## src/rtl/priority_index_decoder_pkg.sv

```systemverilog
// Shared definitions for the 64-to-6 priority-encode path.
package pe_pkg;

  localparam int VEC_W = 64;
  localparam int IDX_W = $clog2(VEC_W);

  typedef enum logic {ACC, OUT} dec_state_t;

  typedef logic [IDX_W-1:0] idx_t;

endpackage

```

## src/rtl/priority_index_decoder_if.sv

```systemverilog
// Index-beat input stream and rebuilt-frame output port of the decoder.
interface priority_index_decoder_if #(
  parameter int WIDTH = 64
) ();

  localparam int IDX_W = $clog2(WIDTH);

  logic             in_valid;
  logic             in_ready;
  logic [IDX_W-1:0] in_idx;
  logic             in_last;
  logic             in_empty;

  logic             out_valid;
  logic             out_ready;
  logic [WIDTH-1:0] out_vec;
  logic [IDX_W:0]   out_count;
  logic             out_dup_err;
  logic             out_range_err;

  // Producer of index beats / consumer of rebuilt frames.
  modport master (
    output in_valid, in_idx, in_last, in_empty, out_ready,
    input  in_ready, out_valid, out_vec, out_count, out_dup_err, out_range_err
  );

  // The decoder itself.
  modport slave (
    input  in_valid, in_idx, in_last, in_empty, out_ready,
    output in_ready, out_valid, out_vec, out_count, out_dup_err, out_range_err
  );

endinterface

```

## src/rtl/priority_index_decoder_onehot.sv

```systemverilog
// Combinational index-to-one-hot expansion; structural inverse of the encoder.
module onehot_decoder #(
  parameter int WIDTH = 64,
  parameter int IDX_W = $clog2(WIDTH)
) (
  input  logic [IDX_W-1:0] idx,
  output logic [WIDTH-1:0] onehot,
  output logic             in_range
);

  // Indices >= WIDTH yield an all-zero vector and a cleared range flag.
  always_comb begin
    in_range = (32'(idx) < WIDTH);
    onehot   = '0;
    for (int unsigned i = 0; i < WIDTH; i++) begin
      onehot[i] = (32'(idx) == i);
    end
  end

endmodule

```

## src/rtl/priority_index_decoder.sv

```systemverilog
// Rebuilds a WIDTH-bit request vector from a stream of encoded indices and
// presents it, with population count and error flags, on a valid/ready port.
module priority_index_decoder #(
  parameter int WIDTH = pe_pkg::VEC_W
) (
  input  logic                     clk,
  input  logic                     rst,
  priority_index_decoder_if.slave  bus
);

  import pe_pkg::*;

  localparam int IDX_W = $clog2(WIDTH);

  dec_state_t       state_q, state_d;

  logic [WIDTH-1:0] acc_q, acc_upd;
  logic [IDX_W:0]   cnt_q, cnt_upd;
  logic             dup_q, dup_upd;
  logic             rng_q, rng_upd;

  logic [WIDTH-1:0] vec_q;
  logic [IDX_W:0]   count_q;
  logic             valid_q;
  logic             dup_err_q;
  logic             rng_err_q;

  logic [WIDTH-1:0] onehot;
  logic             in_range;
  logic             in_ready;
  logic             beat;
  logic             frame_done;

  onehot_decoder #(
    .WIDTH (WIDTH),
    .IDX_W (IDX_W)
  ) u_onehot (
    .idx      (bus.in_idx),
    .onehot   (onehot),
    .in_range (in_range)
  );

  // in_ready is gated by rst so it reads low during the reset cycle itself.
  assign in_ready   = (state_q == ACC) && !rst;
  assign beat       = bus.in_valid && in_ready;
  assign frame_done = beat && bus.in_last;

  // Fold the current beat into the accumulator view used by both the
  // accumulate path and the output load, so the last beat is included.
  always_comb begin
    acc_upd = acc_q;
    cnt_upd = cnt_q;
    dup_upd = dup_q;
    rng_upd = rng_q;
    if (beat && !bus.in_empty) begin
      if (!in_range) begin
        rng_upd = 1'b1;
      end else if ((acc_q & onehot) != '0) begin
        dup_upd = 1'b1;
      end else begin
        acc_upd = acc_q | onehot;
        cnt_upd = cnt_q + 1'b1;
      end
    end
  end

  // Next-state selection: leave ACC on the last beat, leave OUT on handshake.
  always_comb begin
    state_d = state_q;
    case (state_q)
      ACC: if (frame_done) state_d = OUT;
      OUT: if (valid_q && bus.out_ready) state_d = ACC;
      default: state_d = ACC;
    endcase
  end

  // State register.
  always_ff @(posedge clk) begin
    if (rst) state_q <= ACC;
    else     state_q <= state_d;
  end

  // Accumulator and output registers.
  always_ff @(posedge clk) begin
    if (rst) begin
      acc_q     <= '0;
      cnt_q     <= '0;
      dup_q     <= 1'b0;
      rng_q     <= 1'b0;
      vec_q     <= '0;
      count_q   <= '0;
      valid_q   <= 1'b0;
      dup_err_q <= 1'b0;
      rng_err_q <= 1'b0;
    end else if (state_q == ACC) begin
      if (frame_done) begin
        vec_q     <= acc_upd;
        count_q   <= cnt_upd;
        dup_err_q <= dup_upd;
        rng_err_q <= rng_upd;
        valid_q   <= 1'b1;
        acc_q     <= '0;
        cnt_q     <= '0;
        dup_q     <= 1'b0;
        rng_q     <= 1'b0;
      end else begin
        acc_q <= acc_upd;
        cnt_q <= cnt_upd;
        dup_q <= dup_upd;
        rng_q <= rng_upd;
      end
    end else if (valid_q && bus.out_ready) begin
      valid_q <= 1'b0;
    end
  end

  assign bus.in_ready      = in_ready;
  assign bus.out_valid     = valid_q;
  assign bus.out_vec       = vec_q;
  assign bus.out_count     = count_q;
  assign bus.out_dup_err   = dup_err_q;
  assign bus.out_range_err = rng_err_q;

endmodule

```

## src/flat_wrapper.sv

```systemverilog
// flat-port wrapper written by rule: the top's interface ports become plain ports
module priority_index_decoder_flat import pe_pkg::*;
#(
  parameter int WIDTH = pe_pkg::VEC_W
)
  (clk, rst, bus_in_valid, bus_in_idx, bus_in_last, bus_in_empty, bus_out_ready, bus_in_ready, bus_out_valid, bus_out_vec, bus_out_count, bus_out_dup_err, bus_out_range_err);
  priority_index_decoder_if #(.WIDTH(WIDTH)) bus_i ();
  input  logic clk;
  input  logic rst;
  input wire logic [$bits(bus_i.in_valid)-1:0] bus_in_valid;
  input wire logic [$bits(bus_i.in_idx)-1:0] bus_in_idx;
  input wire logic [$bits(bus_i.in_last)-1:0] bus_in_last;
  input wire logic [$bits(bus_i.in_empty)-1:0] bus_in_empty;
  input wire logic [$bits(bus_i.out_ready)-1:0] bus_out_ready;
  output wire logic [$bits(bus_i.in_ready)-1:0] bus_in_ready;
  output wire logic [$bits(bus_i.out_valid)-1:0] bus_out_valid;
  output wire logic [$bits(bus_i.out_vec)-1:0] bus_out_vec;
  output wire logic [$bits(bus_i.out_count)-1:0] bus_out_count;
  output wire logic [$bits(bus_i.out_dup_err)-1:0] bus_out_dup_err;
  output wire logic [$bits(bus_i.out_range_err)-1:0] bus_out_range_err;
  assign bus_i.in_valid = bus_in_valid;
  assign bus_i.in_idx = bus_in_idx;
  assign bus_i.in_last = bus_in_last;
  assign bus_i.in_empty = bus_in_empty;
  assign bus_i.out_ready = bus_out_ready;
  assign bus_in_ready = bus_i.in_ready;
  assign bus_out_valid = bus_i.out_valid;
  assign bus_out_vec = bus_i.out_vec;
  assign bus_out_count = bus_i.out_count;
  assign bus_out_dup_err = bus_i.out_dup_err;
  assign bus_out_range_err = bus_i.out_range_err;
  priority_index_decoder #(.WIDTH(WIDTH)) u_core (.clk(clk), .rst(rst), .bus(bus_i));
endmodule
```

## config.mk

```make
export PLATFORM = sky130hd
export DESIGN_NAME = priority_index_decoder_flat
export DESIGN_NICKNAME = d
export VERILOG_FILES = /design/src/rtl/priority_index_decoder_pkg.sv /design/src/rtl/priority_index_decoder_if.sv /design/src/rtl/priority_index_decoder_onehot.sv /design/src/rtl/priority_index_decoder.sv /design/src/flat_wrapper.sv
export SDC_FILE = /design/constraint.sdc
export NUM_CORES = 1
export LEC_CHECK = 0
export ABC_AREA = 1
export BUFFER_PORTS_ARGS = -buffer_cell sky130_fd_sc_hd__buf_4
export CAP_MARGIN = 40
export CORE_ASPECT_RATIO = 1.5
export CORE_MARGIN = 2
export CORE_UTILIZATION = 50
export CTS_CLUSTER_DIAMETER = 100
export DETAILED_ROUTE_END_ITERATION = 6
export GPL_ROUTABILITY_DRIVEN = 0
export PLACE_DENSITY = 0.71
export SYNTH_ARGS = -nofsm -noshare
export SYNTH_HDL_FRONTEND = slang
export SYNTH_SLANG_ARGS = --single-unit
```

## constraint.sdc

```tcl
create_clock -name clk -period 5.3 [get_ports clk]
set_clock_uncertainty 0.2 [all_clocks]
set_input_delay 1.06 -clock clk [delete_from_list [all_inputs] [get_ports clk]]
set_output_delay 1.06 -clock clk [all_outputs]
set_load 0.01 [all_outputs]
```

==> summary.txt <==
Cells and area
  – Commonest non-fill, non-tap cell in the layout: nand2_1
  – Fill cells: 994
  – Non-filler instance count after layout: roughly 980
  – Share of layout cells above drive strength 1: 20.8%
  – Most frequent cells in the layout: nand2_1, dfxtp_1, buf_4
  – Layout Nets: ~830
  – # diodes: 0
  – Area Overhead vs Synth: 23.0%

Floorplan
  – Die height: 135 µm
  – Starting Density: about half
  – Chip width: 91.6 µm
  – Io pins: 87
  – Die ar.: between 0.01 and 0.015 mm²
  – Num rows: 48
  – Core area: about 0.011 mm²

Critical path
  – Worst stage delay on the critical path: around 0.60 ns
  – Arrival time worst endpoint: about 3.3 ns
  – CP cell instances: buf_4 > nor2_2 > nand2_1 > nor2_4 > buf_4 > a31oi_1 > or2_2 > inv_1
  – CP max stage cell: nor2_4
  – Worst Setup End Kind: flop
  – Worst setup SP type: input pin
  – Critical path class: input pin to flop
  – Most common cell on crit path: buf_4
  – Worst Path Max Fanout: 37
  – Worst-case reg-to-reg path depth: 7
  – Required @ worst endpoint: about 5.5 ns

GRT
  – Vias in the first global route: 4753
  – Largest net degree at the start of global routing: 83
  – Grt total ovfl: 0
  – Initial antenna violation count: 0
  – First-pass GRT wire length: about 24 mm
  – Overall Global Routing Usage: between 20% and 30%

STA
  – Final WS setup: 2.14 ns
  – Fmax: around 0.32 GHz
  – Period utilization: roughly three fifths
  – Min Tclk post-route: approximately 3.2 ns
  – Worst Tran Pin Value: approximately 0.96 ns
  – Final setup violation count: 0
  – Slew Limit Fails: 0
  – Setup TNS: 0 ns
  – Normalized max-slew margin: around 36%
  – RSZ-0062 raised after global routing: no
  – Final hold violation count: 0

CTS
  – H-tree depth: 4
  – Inserted Clock Buffers: 17
  – Worst-path clk slew: around 0.06 ns
  – Gates resized, CTS repair: 0
  – Clock latency on the worst-skew pair: approximately 0.42 ns
  – TritonCTS clock tree: built
  – Post CTS Setup Buffer Count: 0
  – Root Driver: clkbuf_16
  – # clock sinks: approximately 150
  – Hold-fix buffers, CTS: 0
  – Clk buf depth: 2

Pwr
  – LEAKAGE: 3.34 nW
  – P_sw: between 0.5 and 0.6 mW
  – Switching share of power: a little over a fifth
  – Combinational fraction of design power: between 4 and 5%
  – Clk pwr share: 51.4%
  – VDD IR max: ~0.25 mV
  – Internal power: 1.94 mW
  – Register share of total power: between 40% and 50%
  – Pwr Density: ~350 mW/mm²

Drt
  – DR WL/cell: roughly 16 µm
  – First DRT Iteration DRCs: about 450
  – Post-DRT Antenna Nets: 0
  – Drt pass-1 iters: 5
  – Vias per inst: 5.46
  – DRT Wirelength: roughly 15 mm
  – Vias: around 5300
  – DRC: 0

Synthesis
  – Top cells by area, synth: dfxtp_1, nand2_1, nand3_1, a31oi_1, o21ai_0
  – Post-synthesis sequential area ratio: between 50% and 60%
  – Area leader, netlist: dfxtp_1
  – Yosys warnings: 0
  – Unique cell type count in the Yosys netlist: 28
  – Area share of the largest cell type after synthesis: between 50% and 60%
  – FF+latch count, synth: 146
  – Mapped Cells: between 700 and 800
  – Syn_nets: around 760
  – Mapped cell area: 0.00576 mm²
  – Syn avg cell area: between 7 and 8 µm²

Placement
  – Placement-stage worst setup slack: 1.75 ns
  – IO buf count: 85
  – Post-DP HPWL: slightly below 10 mm
  – Placed Cells incl. Taps: approximately 950

Status
  – Status: finished, final reports clean

Worst hold path
  – Min-delay worst type: flop to flop
  – Worst hold stages: 2

Run
  – Max cap viols: 0
power by group through the flow:
| stage | clock, mW | sequential, mW | combinational, mW |
|---|---|---|---|
| 2_1_floorplan | 0 | 1.13 | 0.0658 |
| 3_3_place_gp | 0 | 1.13 | 0.0966 |
| 3_5_place_dp | 0 | 1.13 | 0.0998 |
| 4_1_cts | 1.28 | 1.10 | 0.100 |
| 5_1_grt | 1.33 | 1.10 | 0.109 |
| 6_report | 1.28 | 1.10 | 0.101 |
path summary, 6_finish.rpt:
check | from | end | slack [ns]
setup / recovery | rst | u_core.acc_q[24] | 2.14
hold / removal | u_core.bus.out_vec[35] | u_core.bus.out_vec[35] | 0.26
setup reg to reg | u_core.state_q | u_core.acc_q[24] | 2.74
hold reg to reg | u_core.bus.out_vec[35] | u_core.bus.out_vec[35] | 0.26
layout make-up:
cell class / instances / area (µm²) / share of cell area (%)
Clock buffer: 21 / 470 / 6.64
Inverter: 62 / 233 / 3.29
Timing Repair Buffer: 90 / 683 / 9.64
Multi-Input combinational cell: 498 / 2430 / 34.3
Clock inverter: 11 / 158 / 2.23
Sequential cell: 146 / 2920 / 41.3
Tap cell: 150 / 188 / 2.65
worst max-delay path: cells and delay by family:
family                 cells  cell delay (ns)
AND/OR/NAND/NOR            4             1.27
buffers and inverters      3             0.78
AO/OA/AOI/OAI              1             0.17
routing by layer:
metal | track usage (%) | vias up | share of wire (%)
met4 | 11.5 | 0 | 3.3
met1 | 31.3 | 2482 | 43
li1 | - | 2608 | -
met3 | 5.12 | 32 | 6.1
met5 | 0 | - | 0
met2 | 39.2 | 217 | 48
registers in the layout (all words and copies together) (netlist names):
register	count
u_core.cnt_q	7
u_core.bus.out_valid	1
u_core.dup_q	1
u_core.bus.out_dup_err	1
u_core.acc_q	64
u_core.bus.out_count	7
u_core.state_q	1
u_core.bus.out_vec	64
synthesized netlist by cell type, drive strengths merged:
master / count
a41o: 1
nor2: 61
nand3: 70
nand4: 2
inv: 62
a31o: 10
nor4: 1
clkbuf: 31
dfxtp: 146
or2: 28
o21bai: 1
o21ai: 53
a31oi: 46
nor3: 27
nand2: 174
buf: 14
ha: 1
a21oi: 10
conb: 1
a22o: 11
nand3b: 1
stage by stage:
step           utilization (%)  hold slack (ns)  power (mW)  area, µm²
2_1_floorplan                -            0.255        1.19       5760
3_3_place_gp              56.7            0.240        1.22       6440
3_5_place_dp              56.9            0.242        1.23       6450
4_1_cts                   62.4            0.259        2.49       7080
5_1_grt                   62.4            0.273        2.54       7080
6_report                  62.4            0.256        2.48       7080
kinds of logic after synthesis:
| group | synth area share (%) |
|---|---|
| and+or+nand+nor | 27.5 |
| DFF | 50.8 |
| AOI/OAI and AO/OA | 14.0 |
| buffers and inverters | 7.39 |
| adders and majority gates | 0.217 |
| other | 0.0651 |
No activity file was read; power rests on OpenSTA's default activity.
